`src/rtl/step_seq_if.sv`:
```
// Command/completion bus of step_seq: command strobe, read port, completion
// pulse and sweep status, plus a debug view of the sweep FSM state.
interface step_seq_if #(
   parameter int WIDTH    = 2,
   parameter int CHANNELS = 4
);
   localparam int SEL_W = (CHANNELS > 1) ? $clog2(CHANNELS) : 1;

   // Handshake: a command is taken on the rising edge where en=1 and busy=0;
   // there is no backpressure beyond busy. out_valid is a one-cycle pulse in
   // the cycle after acceptance and qualifies out_ch/out_val/wrap/err.
   logic             en;
   logic [SEL_W-1:0] ch_sel;
   logic [1:0]       mode;
   logic [WIDTH-1:0] load_val;
   logic             clr_all;
   logic [SEL_W-1:0] rd_sel;
   logic [WIDTH-1:0] rd_val;
   logic             out_valid;
   logic [SEL_W-1:0] out_ch;
   logic [WIDTH-1:0] out_val;
   logic             wrap;
   logic             err;
   logic             busy;
   logic             state_dbg;

   modport master (
      output en, ch_sel, mode, load_val, clr_all, rd_sel,
      input  rd_val, out_valid, out_ch, out_val, wrap, err, busy, state_dbg
   );

   modport slave (
      input  en, ch_sel, mode, load_val, clr_all, rd_sel,
      output rd_val, out_valid, out_ch, out_val, wrap, err, busy, state_dbg
   );
endinterface

```
`src/rtl/step_seq.sv`:
```
// Bank of CHANNELS step counters (INC/DEC/LOAD/CLEAR) with a clear-all sweep FSM.
// Define STEP_SEQ_SATURATE_EN to make INC/DEC saturate instead of wrapping.
module step_seq #(
   parameter int WIDTH    = 2,
   parameter int CHANNELS = 4,
   parameter int LIMIT    = 2**WIDTH-1
) (
   input logic       clk,
   input logic       rst_n,
   step_seq_if.slave bus
);
   localparam int SEL_W = (CHANNELS > 1) ? $clog2(CHANNELS) : 1;
   localparam logic [WIDTH-1:0] LIM = WIDTH'(LIMIT);
   localparam logic [1:0] MODE_INC   = 2'b00;
   localparam logic [1:0] MODE_DEC   = 2'b01;
   localparam logic [1:0] MODE_LOAD  = 2'b10;
   localparam logic [1:0] MODE_CLEAR = 2'b11;

   typedef enum logic {IDLE = 1'b0, SWEEP = 1'b1} state_t;

   state_t           state, state_nxt;
   logic [SEL_W-1:0] sweep_idx, sweep_idx_nxt;
   logic [WIDTH-1:0] cnt [CHANNELS];
   logic [WIDTH-1:0] cur, upd, rd_mux;
   logic             upd_wrap, accept, ch_ok, sweep_last;

   assign accept     = bus.en && (state == IDLE);
   assign ch_ok      = int'(bus.ch_sel) < CHANNELS;
   assign sweep_last = int'(sweep_idx) == CHANNELS - 1;

   // Out-of-range selects fall through to zero.
   always_comb begin
      cur    = '0;
      rd_mux = '0;
      for (int c = 0; c < CHANNELS; c++) begin
         if (int'(bus.ch_sel) == c) cur = cnt[c];
         if (int'(bus.rd_sel) == c) rd_mux = cnt[c];
      end
   end

   always_comb begin
      upd      = cur;
      upd_wrap = 1'b0;
      case (bus.mode)
         MODE_INC: begin
            if (cur == LIM) begin
`ifdef STEP_SEQ_SATURATE_EN
               upd = LIM;
`else
               upd      = '0;
               upd_wrap = 1'b1;
`endif
            end else begin
               upd = cur + WIDTH'(1);
            end
         end
         MODE_DEC: begin
            if (cur == '0) begin
`ifdef STEP_SEQ_SATURATE_EN
               upd = '0;
`else
               upd      = LIM;
               upd_wrap = 1'b1;
`endif
            end else begin
               upd = cur - WIDTH'(1);
            end
         end
         MODE_LOAD:  upd = (bus.load_val > LIM) ? LIM : bus.load_val;
         MODE_CLEAR: upd = '0;
         default:    upd = cur;
      endcase
   end

   always_comb begin
      state_nxt     = state;
      sweep_idx_nxt = sweep_idx;
      case (state)
         IDLE: begin
            sweep_idx_nxt = '0;
            if (bus.clr_all) state_nxt = SWEEP;
         end
         SWEEP: begin
            if (sweep_last) begin
               state_nxt     = IDLE;
               sweep_idx_nxt = '0;
            end else begin
               sweep_idx_nxt = sweep_idx + SEL_W'(1);
            end
         end
         default: begin
            state_nxt     = IDLE;
            sweep_idx_nxt = '0;
         end
      endcase
   end

   always_ff @(posedge clk) begin
      if (!rst_n) begin
         state         <= IDLE;
         sweep_idx     <= '0;
         bus.out_valid <= 1'b0;
         bus.out_ch    <= '0;
         bus.out_val   <= '0;
         bus.wrap      <= 1'b0;
         bus.err       <= 1'b0;
         for (int c = 0; c < CHANNELS; c++) cnt[c] <= '0;
      end else begin
         state         <= state_nxt;
         sweep_idx     <= sweep_idx_nxt;
         bus.out_valid <= accept;
         // Sweep and command writes never collide: commands are only taken in IDLE.
         for (int c = 0; c < CHANNELS; c++) begin
            if (state == SWEEP && int'(sweep_idx) == c)
               cnt[c] <= '0;
            else if (accept && ch_ok && int'(bus.ch_sel) == c)
               cnt[c] <= upd;
         end
         if (accept) begin
            bus.out_ch  <= bus.ch_sel;
            bus.out_val <= ch_ok ? upd : '0;
            bus.wrap    <= ch_ok & upd_wrap;
            bus.err     <= !ch_ok;
         end
      end
   end

   assign bus.rd_val    = rd_mux;
   assign bus.busy      = (state == SWEEP);
   assign bus.state_dbg = (state == SWEEP);
endmodule

```
`src/flat_wrapper.sv`:
```
// flat-port wrapper written by rule: the top's interface ports become plain ports
module step_seq_flat 
#(
   parameter int WIDTH    = 2,
   parameter int CHANNELS = 4,
   parameter int LIMIT    = 2**WIDTH-1
)
  (clk, rst_n, bus_en, bus_ch_sel, bus_mode, bus_load_val, bus_clr_all, bus_rd_sel, bus_rd_val, bus_out_valid, bus_out_ch, bus_out_val, bus_wrap, bus_err, bus_busy, bus_state_dbg);
  step_seq_if #(.WIDTH(WIDTH), .CHANNELS(CHANNELS)) bus_i ();
  input logic clk;
  input logic rst_n;
  input wire logic [$bits(bus_i.en)-1:0] bus_en;
  input wire logic [$bits(bus_i.ch_sel)-1:0] bus_ch_sel;
  input wire logic [$bits(bus_i.mode)-1:0] bus_mode;
  input wire logic [$bits(bus_i.load_val)-1:0] bus_load_val;
  input wire logic [$bits(bus_i.clr_all)-1:0] bus_clr_all;
  input wire logic [$bits(bus_i.rd_sel)-1:0] bus_rd_sel;
  output wire logic [$bits(bus_i.rd_val)-1:0] bus_rd_val;
  output wire logic [$bits(bus_i.out_valid)-1:0] bus_out_valid;
  output wire logic [$bits(bus_i.out_ch)-1:0] bus_out_ch;
  output wire logic [$bits(bus_i.out_val)-1:0] bus_out_val;
  output wire logic [$bits(bus_i.wrap)-1:0] bus_wrap;
  output wire logic [$bits(bus_i.err)-1:0] bus_err;
  output wire logic [$bits(bus_i.busy)-1:0] bus_busy;
  output wire logic [$bits(bus_i.state_dbg)-1:0] bus_state_dbg;
  assign bus_i.en = bus_en;
  assign bus_i.ch_sel = bus_ch_sel;
  assign bus_i.mode = bus_mode;
  assign bus_i.load_val = bus_load_val;
  assign bus_i.clr_all = bus_clr_all;
  assign bus_i.rd_sel = bus_rd_sel;
  assign bus_rd_val = bus_i.rd_val;
  assign bus_out_valid = bus_i.out_valid;
  assign bus_out_ch = bus_i.out_ch;
  assign bus_out_val = bus_i.out_val;
  assign bus_wrap = bus_i.wrap;
  assign bus_err = bus_i.err;
  assign bus_busy = bus_i.busy;
  assign bus_state_dbg = bus_i.state_dbg;
  step_seq #(.WIDTH(WIDTH), .CHANNELS(CHANNELS), .LIMIT(LIMIT)) u_core (.clk(clk), .rst_n(rst_n), .bus(bus_i));
endmodule
```
`config.mk`:
```
export PLATFORM = sky130hd
export DESIGN_NAME = step_seq_flat
export DESIGN_NICKNAME = d
export VERILOG_FILES = /design/src/rtl/step_seq_if.sv /design/src/rtl/step_seq.sv /design/src/flat_wrapper.sv
export SDC_FILE = /design/constraint.sdc
export NUM_CORES = 1
export LEC_CHECK = 0
export BUFFER_PORTS_ARGS = -buffer_cell sky130_fd_sc_hd__buf_2
export CORE_MARGIN = 2
export CORE_UTILIZATION = 51
export CTS_CLUSTER_DIAMETER = 100
export DETAILED_ROUTE_END_ITERATION = 7
export HOLD_SLACK_MARGIN = 0.08
export PLACE_DENSITY_LB_ADDON = 0.15
export SYNTH_ARGS = -nofsm -noshare
export SYNTH_HDL_FRONTEND = slang
export SYNTH_SLANG_ARGS = --single-unit
```
`constraint.sdc`:
```
create_clock -name clk -period 2.07 [get_ports clk]
set_input_delay 0.207 -clock clk [delete_from_list [all_inputs] [get_ports clk]]
set_output_delay 0.207 -clock clk [all_outputs]
set_load 0.05 [all_outputs]
```
==> impl_metrics.env, run 1 <==
export IMPL_worstPathRequired_ps=2100
export IMPL_min_period_over_period=0.938
export IMPL_synth_warning_count=0
export IMPL_max_cap_viol_count=0
export IMPL_finalMaxSlewViolations=0
export IMPL_cts_inserted_buffers=3
export IMPL_post_synth_cell_area_avg_um2=10.4
export IMPL_synthToLayoutAreaGrowth_pct=15.5
export IMPL_post_route_drc_count=0
export IMPL_ir_worst_vdd_uv=408
export IMPL_fillCellCount=172
export IMPL_postCtsSetupBuffers=0
export IMPL_syn_num_nets=107
export IMPL_grt_pass1_vias=651
export IMPL_cp_start_kind="flop"
export IMPL_grt_setup_unrepaired="no"
export IMPL_drive_gt1_frac=0.279
export IMPL_clk_pin_slew_ps=100
export IMPL_synthMuxAreaShare=0.122
export IMPL_p_per_area_mw_per_mm2=681
export IMPL_yosys_area_top_type_share=0.257
export IMPL_p_leak_nw=0.461
export IMPL_track_usage=0.195
export IMPL_dp_hpwl_um=1500
export IMPL_synth_compound_area_frac=0.100
export IMPL_tritoncts="yes"
export IMPL_dr_first_iter_drc_count=14
export IMPL_period_needed_ps=1940
export IMPL_synth_simple_area_share=0.209
export IMPL_grt_max_degree=17
export IMPL_clock_skew_ps=0.559
export IMPL_setup_tns_ps=0
export IMPL_antenna_found_initial=0
export IMPL_drt_vias_per_instance=5.41
export IMPL_syn_inst=90
export IMPL_root_buffer="clkbuf_4"
export IMPL_die_w_um=46.8
export IMPL_whs_ps=234
export IMPL_synth_cell_types=31
export IMPL_critPathArrivalTime_ps=1980
export IMPL_synth_top_area_cell="edfxtp_1"
export IMPL_port_buffers=21
export IMPL_final_common_cell="buf_2"
export IMPL_htree_levels=1
export IMPL_critical_path_max_stage_delay_ps=580
export IMPL_final_core_util=0.626
export IMPL_gp_congestion=0.779
export IMPL_row_count=15
export IMPL_synth_area_leaders="edfxtp_1, dfxtp_1, mux4_2, ha_1, a21oi_1"
export IMPL_pre_cts_ws_ps=65.7
export IMPL_hold_viol_final=0
export IMPL_worstSetupPathType="reg2reg"
export IMPL_routed_via_count=736
export IMPL_insertion_delay_ps=280
export IMPL_fin_ws_ps=128
export IMPL_io_pin_count=23
export IMPL_synthAdderAreaFrac=0.0668
export IMPL_drt_wl_total_um=1930
export IMPL_synth_xor_area_frac=0
export IMPL_cpMaxStageDelayCell="mux4_1"
export IMPL_initial_utilization=0.542
export IMPL_hold_path_class="in2reg"
export IMPL_fmax_mhz=515
export IMPL_final_cell_mix="buf_2, nand2_1, dfxtp_1, edfxtp_1, a21oi_1"
export IMPL_synth_top_family_by_area="simple AND/OR/NAND/NOR gates"
export IMPL_power_mw=0.736
export IMPL_antenna_left=0
export IMPL_crit_path_cell_trace="mux4_1, inv_1, ha_1, mux2i_1, o21a_2, a21oi_1"
export IMPL_overflow=0
export IMPL_dieArea_mm2=0.00219
export IMPL_die_y_um=46.8
export IMPL_seq_area_frac_synth=0.449
export IMPL_end_kind="flop"
export IMPL_diodes=0
export IMPL_setup_viol_count_final=0
export IMPL_clock_path_buffers=2
export IMPL_drtPass1Iterations=4
export IMPL_crit_path_max_fanout=5
export IMPL_routedWlPerCell_um=14.2
export IMPL_clock_sinks=17
export IMPL_ys_seq_elements=17
export IMPL_grt_pass1_wl_um=2940
export IMPL_final_nets=129
export IMPL_core_area_mm2=0.00173
export IMPL_syn_area_um2=936
export IMPL_status="finished clean"
-- area by class of cell --
type,instances,area [µm²],share of cell area
inverters,5,18.8,0.0174
clock buffers,3,22.5,0.0208
flip-flops and latches,17,420,0.389
well taps,25,31.3,0.0289
clock inverters,1,5.00,0.00463
multi-input cells,63,470,0.435
repair buffers,22,113,0.104
-- worst max-delay path, delay by kind of cell (launching register included) --
family                   cells  cell delay, ps
AO/OA/AOI/OAI                2             270
flip-flops                   1             420
buffers and inverters        1              90
multiplexers                 2             700
adder cells (fa/ha/maj)      1             220
-- per-layer routing --
metal,track usage,vias to the layer above,part of all wire
li1,-,367,-
met3,0.0346,2,0.047
met4,0.0667,0,0.0062
met1,0.246,345,0.43
met2,0.337,22,0.51
met5,0,-,0
-- Yosys cell counts --
library cell	count
nand4b_1	2
nand3b_1	2
a21oi_1	7
dfxtp_1	9
nand4_1	1
mux2i_1	2
mux4_2	3
a31oi_1	2
o21a_1	1
or4b_1	1
nor3b_1	1
inv_1	5
a22o_1	1
mux4_1	1
nand2b_1	1
or2_1	1
o21ai_0	3
and2_1	2
clkbuf_1	2
buf_2	1
edfxtp_1	8
nor2b_1	2
a21boi_0	2
buf_4	2
nand2_1	9
nand3_1	6
nor2_1	5
nand2b_4	1
ha_1	5
conb_1	1
nor3_1	1
-- logic make-up after synthesis --
family | after synthesis
AND/OR/NAND/NOR | 35
other | 1
multiplexers | 6
flip-flops | 17
adder cells (fa/ha/maj) | 5
buffers and inverters | 10
AO/OA/AOI/OAI | 16
-- where the power goes --
part / switching, mW / total (mW) / internal, mW
Sequential: 0.0136 / 0.386 / 0.372
Combinational: 0.116 / 0.175 / 0.0589
Clock: 0.103 / 0.175 / 0.0717
Total: 0.233 / 0.736 / 0.503
-- worst paths after layout --
kind / slack (ps) / startpoint / endpoint / cells after the start
max: 130 / u_core.cnt[1][1] / u_core.cnt[2][1] / 6
min: 230 / bus_load_val[0] / u_core.bus.out_val[0] / 3
max reg2reg: 130 / u_core.cnt[1][1] / u_core.cnt[2][1] / 6
min reg2reg: 480 / u_core.bus.out_ch[1] / u_core.bus.out_ch[1] / 2
-- per-stage QoR --
stage / instances / area (µm²)
after global routing: 136 / 1080
final: 136 / 1080
after CTS: 136 / 1080
after global placement: 132 / 1050
after floorplan: 90 / 936
after detailed placement: 132 / 1050
-- state kept, by name, summed over array words and instances (netlist names) --
| signal | cells |
|---|---|
| u_core.sweep_idx | 2 |
| u_core.bus.out_ch | 2 |
| u_core.bus.busy | 1 |
| u_core.bus.wrap | 1 |
| u_core.bus.out_valid | 1 |
| u_core.cnt | 8 |
| u_core.bus.out_val | 2 |
-- what timing repair did --
item                                    in CTS  in global routing
hold buffers                                 0                  0
resized for setup                            0                  1
endpoints found under the setup margin       0                  3
No activity file was read; power rests on OpenSTA's default activity.
==> run 2, diff against run 1 <==
--- a/config.mk
+++ b/config.mk
@@ -12,6 +12,7 @@
 export DETAILED_ROUTE_END_ITERATION = 7
 export HOLD_SLACK_MARGIN = 0.08
 export PLACE_DENSITY_LB_ADDON = 0.15
+export SETUP_SLACK_MARGIN = 0.4
 export SYNTH_ARGS = -nofsm -noshare
 export SYNTH_HDL_FRONTEND = slang
 export SYNTH_SLANG_ARGS = --single-unit
==> run 2 against run 1 <==
Register-to-register slack improved by 110 ps. First-iteration DRC count rose by 7.1%. Worst setup slack improved by 110 ps. Global-route usage barely moved. Design area rose by 4.4%. Sequential cell count did not move. Utilization rose by 2.8 points. Worst hold slack got worse by 2.8 ps. Via count rose by 0.95%. Sequential share of layout area fell by 1.3 points. Power rose by 2.7%. Routed wire length fell by 6.6%.
==> impl_metrics.env, run 2 (same netlist as run 1, synthesis figures left out) <==
export IMPL_gp_congestion=0.783
export IMPL_routedWlPerCell_um=13.0
export IMPL_cp_start_kind="flop"
export IMPL_antenna_left=0
export IMPL_antenna_found_initial=0
export IMPL_clock_skew_ps=4.58
export IMPL_cts_inserted_buffers=3
export IMPL_ff2ff_path_depth=6
export IMPL_clock_path_buffers=2
export IMPL_worstPathRequired_ps=2120
export IMPL_drtPass1Iterations=4
export IMPL_cp_top_family="multiplexers"
export IMPL_largest_reg_flops=8
export IMPL_final_common_cell="buf_2"
export IMPL_status="finished clean"
export IMPL_critPathArrivalTime_ps=1890
export IMPL_hold_viol_final=0
export IMPL_initial_utilization=0.542
export IMPL_final_nets=132
export IMPL_min_period_over_period=0.887
export IMPL_drt_wl_total_um=1800
export IMPL_path_buf_inv=1
export IMPL_overflow=0
export IMPL_row_count=15
export IMPL_synthToLayoutAreaGrowth_pct=20.6
export IMPL_diodes=0
export IMPL_r2r_start="u_core.cnt[2][0]"
export IMPL_period_needed_ps=1840
export IMPL_r2r_slack_ps=230
export IMPL_htree_levels=1
export IMPL_root_buffer="clkbuf_4"
export IMPL_setup_tns_ps=0
export IMPL_die_y_um=46.8
export IMPL_grt_pass1_wl_um=2970
export IMPL_critical_path_max_stage_delay_ps=510
export IMPL_drive_gt1_frac=0.377
export IMPL_cp_num_cells=6
export IMPL_crit_path_max_fanout=5
export IMPL_die_w_um=46.8
export IMPL_crit_path_cell_trace="mux4_2, inv_2, ha_4, mux2i_1, o21a_2, a21oi_1"
export IMPL_crit_start="u_core.cnt[2][0]"
export IMPL_end_kind="flop"
export IMPL_ir_worst_vdd_uv=538
export IMPL_dp_hpwl_um=1320
export IMPL_r2r_end="u_core.cnt[1][1]"
export IMPL_drt_vias_per_instance=5.35
export IMPL_p_per_area_mw_per_mm2=669
export IMPL_cpMaxStageDelayCell="mux4_2"
export IMPL_final_cell_mix="buf_2, nand2_1, dfxtp_1, edfxtp_1, nand3_1"
export IMPL_finalMaxSlewViolations=0
export IMPL_dr_first_iter_drc_count=15
export IMPL_insertion_delay_ps=290
export IMPL_setup_viol_count_final=0
export IMPL_post_route_drc_count=0
export IMPL_pre_cts_ws_ps=133
export IMPL_max_cap_viol_count=0
export IMPL_io_pin_count=23
export IMPL_dieArea_mm2=0.00219
export IMPL_placed_area_mm2=0.00105
export IMPL_tritoncts="yes"
export IMPL_grt_pass1_vias=701
export IMPL_endpoint="u_core.cnt[1][1]"
export IMPL_routed_via_count=743
export IMPL_worstSetupPathType="reg2reg"
export IMPL_regMostFlops="u_core.cnt"
export IMPL_clk_pin_slew_ps=100
export IMPL_p_leak_nw=0.467
export IMPL_grt_setup_unrepaired="yes"
export IMPL_fmax_mhz=545
export IMPL_clock_sinks=17
export IMPL_track_usage=0.195
export IMPL_hold_path_class="in2reg"
export IMPL_fin_ws_ps=234
export IMPL_port_buffers=21
export IMPL_finalInstanceArea_mm2=0.00113
export IMPL_grt_max_degree=17
export IMPL_power_mw=0.755
export IMPL_core_area_mm2=0.00173
-- run 2: per-stage QoR --
stage | hold WS [ps] | util | cells
finish | 231 | 0.654 | 139
global placement | 454 | 0.609 | 132
detailed placement | 461 | 0.609 | 132
global route | 235 | 0.654 | 139
floorplan | 345 | - | 90
CTS | 229 | 0.641 | 138
-- run 2: metal layers --
layer	up-vias	part of all wire	global-route usage
li1	373	-	-
met1	349	0.44	0.231
met2	17	0.50	0.337
met3	4	0.041	0.0346
met4	0	0.026	0.100
met5	-	0	0
-- run 2: cell type report --
| class | count | area (µm²) |
|---|---|---|
| tap | 25 | 31.3 |
| multi-input combinational | 63 | 493 |
| inverter | 5 | 18.8 |
| sequential | 17 | 424 |
| timing repair buffer | 25 | 135 |
| fill | 156 | 598 |
| clock buffer | 4 | 26.3 |
-- run 2: power by group --
part | leakage, nW | switching, mW | total (mW) | internal (mW)
Combinational | 0.294 | 0.123 | 0.192 | 0.0694
Clock | 0.0150 | 0.104 | 0.179 | 0.0750
Sequential | 0.158 | 0.0123 | 0.384 | 0.372
-- run 2: worst min-delay path, delay by kind of cell --
family / cells / cell delay [ps]
buffers and inverters: 1 / 110
AND/OR/NAND/NOR: 1 / 80
AO/OA/AOI/OAI: 1 / 80
-- run 2: timing repair --
| item | CTS | global route |
|---|---|---|
| pin swaps | 3 | 0 |
| cloned | 0 | 0 |
| resized for setup | 3 | 6 |
| setup buffers | 2 | 1 |
| hold buffers | 0 | 0 |
| setup endpoints to repair | 9 | 9 |
-- run 2: worst min path at each step --
stage	startpoint	end	slack (ps)	cells past startpoint
floorplan	rst_n	u_core.bus.out_val[1]	350	2
global placement	u_core.bus.out_ch[0]	u_core.bus.out_ch[0]	450	2
detailed placement	u_core.bus.out_ch[1]	u_core.bus.out_ch[1]	460	2
CTS	bus_ch_sel[1]	u_core.bus.out_ch[1]	230	3
global route	bus_ch_sel[1]	u_core.bus.out_ch[1]	240	3
finish	bus_load_val[0]	u_core.bus.out_val[0]	230	3
==> run 3, diff against run 2 <==
--- a/config.mk
+++ b/config.mk
@@ -12,7 +12,7 @@
 export DETAILED_ROUTE_END_ITERATION = 7
 export HOLD_SLACK_MARGIN = 0.08
 export PLACE_DENSITY_LB_ADDON = 0.15
-export SETUP_SLACK_MARGIN = 0.4
+export SETUP_SLACK_MARGIN = 0.15
 export SYNTH_ARGS = -nofsm -noshare
 export SYNTH_HDL_FRONTEND = slang
 export SYNTH_SLANG_ARGS = --single-unit
==> run 3 against run 2 <==
Clock-buffer cell count down 1. Fmax fell by 1.3%. Critical path depth is the same. Combinational power is essentially flat. Final cell count down 0.72%. Global-route usage grew 0.26 points. Power decreased by 0.21%. Routed wire length grew 8.2%. Design area down 0.78%. Sequential power about the same. Utilization fell by 0.51 points.
==> impl_metrics.env, run 3 (same netlist as run 1, synthesis figures left out) <==
export IMPL_hold_path_class="in2reg"
export IMPL_max_cap_viol_count=0
export IMPL_r2r_end="u_core.cnt[3][1]"
export IMPL_r2r_slack_ps=210
export IMPL_port_buffers=21
export IMPL_p_per_area_mw_per_mm2=673
export IMPL_setup_tns_ps=0
export IMPL_drt_vias_per_instance=5.48
export IMPL_synthToLayoutAreaGrowth_pct=19.7
export IMPL_seqPwrFrac=0.512
export IMPL_clock_sinks=17
export IMPL_instances_no_fill=138
export IMPL_end_kind="flop"
export IMPL_gp_congestion=0.779
export IMPL_hp_start="bus_load_val[0]"
export IMPL_io_pin_count=23
export IMPL_regMostFlops="u_core.cnt"
export IMPL_multi_input_comb_area_um2=494
export IMPL_cpMaxStageDelayCell="mux4_2"
export IMPL_root_buffer="clkbuf_4"
export IMPL_critPathArrivalTime_ps=1900
export IMPL_pwr_share_clk=0.236
export IMPL_drtPass1Iterations=4
export IMPL_r2r_start="u_core.cnt[2][1]"
export IMPL_crit_path_max_fanout=5
export IMPL_row_count=15
export IMPL_drive_gt1_frac=0.363
export IMPL_antenna_left=0
export IMPL_fillCellCount=165
export IMPL_crit_path_cell_trace="mux4_2, inv_2, ha_4, mux2i_1, o21a_2, a21oi_2"
export IMPL_grt_pass1_vias=667
export IMPL_cp_start_kind="flop"
export IMPL_whs_ps=229
export IMPL_min_period_over_period=0.899
export IMPL_power_frac_comb=0.252
export IMPL_drt_wl_total_um=1950
export IMPL_clock_path_buffers=2
export IMPL_cts_inserted_buffers=3
export IMPL_routedWlPerCell_um=14.1
export IMPL_grt_pass1_wl_um=2970
export IMPL_min_to="u_core.bus.out_val[0]"
export IMPL_hold_viol_final=0
export IMPL_antenna_found_initial=0
export IMPL_die_y_um=46.8
export IMPL_worstSetupPathType="reg2reg"
export IMPL_overflow=0
export IMPL_diodes=0
export IMPL_finalMaxSlewViolations=0
export IMPL_routed_via_count=756
export IMPL_ff2ff_path_depth=6
export IMPL_final_cell_mix="buf_2, nand2_1, dfxtp_1, edfxtp_1, nand3_1"
export IMPL_dp_hpwl_um=1500
export IMPL_switching_power_mw=0.242
export IMPL_seq_area_um2=420
export IMPL_tritoncts="yes"
export IMPL_fmax_mhz=537
export IMPL_insertion_delay_ps=280
export IMPL_final_common_cell="buf_2"
export IMPL_core_area_mm2=0.00173
export IMPL_p_int_mw=0.511
export IMPL_die_w_um=46.8
export IMPL_worstPathRequired_ps=2110
export IMPL_critical_path_max_stage_delay_ps=510
export IMPL_p_sw_frac=0.321
export IMPL_clock_skew_ps=1.30
export IMPL_dp_cells=132
export IMPL_final_nets=131
export IMPL_dieArea_mm2=0.00219
export IMPL_clk_pin_slew_ps=100
export IMPL_initial_utilization=0.542
export IMPL_grt_max_degree=17
export IMPL_track_usage=0.198
export IMPL_post_route_drc_count=0
export IMPL_status="finished clean"
export IMPL_htree_levels=1
export IMPL_ir_worst_vdd_uv=422
export IMPL_largest_reg_flops=8
export IMPL_grt_setup_unrepaired="yes"
export IMPL_period_needed_ps=1860
export IMPL_p_leak_nw=0.464
export IMPL_whs_path_depth=3
export IMPL_dr_first_iter_drc_count=20
export IMPL_setup_viol_count_final=0
-- run 3: per-layer routing --
metal	routed length [µm]	global-route usage	vias up
li1	-	-	369
met4	12	0.0667	0
met1	783	0.246	358
met2	1040	0.345	27
met5	0	0	-
met3	111	0.0346	2
-- run 3: critical path: cells and delay by family (launching register included) --
kind                       cells  cell delay (ps)
DFF                            1              430
adders and majority gates      1              180
buffers and inverters          1               80
AOI/OAI and AO/OA              2              290
muxes                          2              630
-- run 3: power by group through the flow --
| stage | Combinational, mW | Clock [mW] | Sequential, mW |
|---|---|---|---|
| 3_5_place_dp | 0.174 | 0 | 0.394 |
| 5_1_grt | 0.207 | 0.187 | 0.388 |
| 4_1_cts | 0.180 | 0.180 | 0.386 |
| 6_report | 0.190 | 0.178 | 0.386 |
| 2_1_floorplan | 0.0996 | 0 | 0.420 |
| 3_3_place_gp | 0.171 | 0 | 0.391 |
-- run 3: final cells by class --
type,instances,share of cell area
multi-input cells,63,0.441
flip-flops and latches,17,0.375
repair buffers,24,0.114
well taps,25,0.0279
clock buffers,3,0.0201
inverters,5,0.0168
clock inverters,1,0.00447
-- run 3: per-stage QoR --
stage          setup slack, ps  cell area, µm²   util  power, mW
5_1_grt                    134            1120  0.649      0.782
3_5_place_dp              65.7            1050  0.609      0.568
4_1_cts                    148            1090  0.632      0.747
2_1_floorplan              257             936      -      0.520
3_3_place_gp               140            1050  0.609      0.563
6_report                   209            1120  0.649      0.754
-- run 3: what timing repair did --
item / 4_1_cts / 5_1_grt
setup endpoints to repair: 4 / 5
pin swaps: 1 / 5
setup buffers: 2 / 0
hold buffers: 0 / 0
hold endpoints to repair: 0 / 0
resized for setup: 1 / 8
-- run 3: how the worst max path moves through the flow --
stage,start,end,slack [ps],depth (start not counted)
final,u_core.cnt[2][1],u_core.cnt[3][1],210,6
after floorplan,u_core.bus.busy,u_core.cnt[0][0],260,4
after CTS,u_core.cnt[2][1],u_core.cnt[2][1],150,6
after global placement,bus_ch_sel[0],u_core.cnt[2][1],140,7
after detailed placement,bus_ch_sel[0],u_core.cnt[2][1],70,7
after global routing,u_core.cnt[2][1],u_core.cnt[3][1],130,6
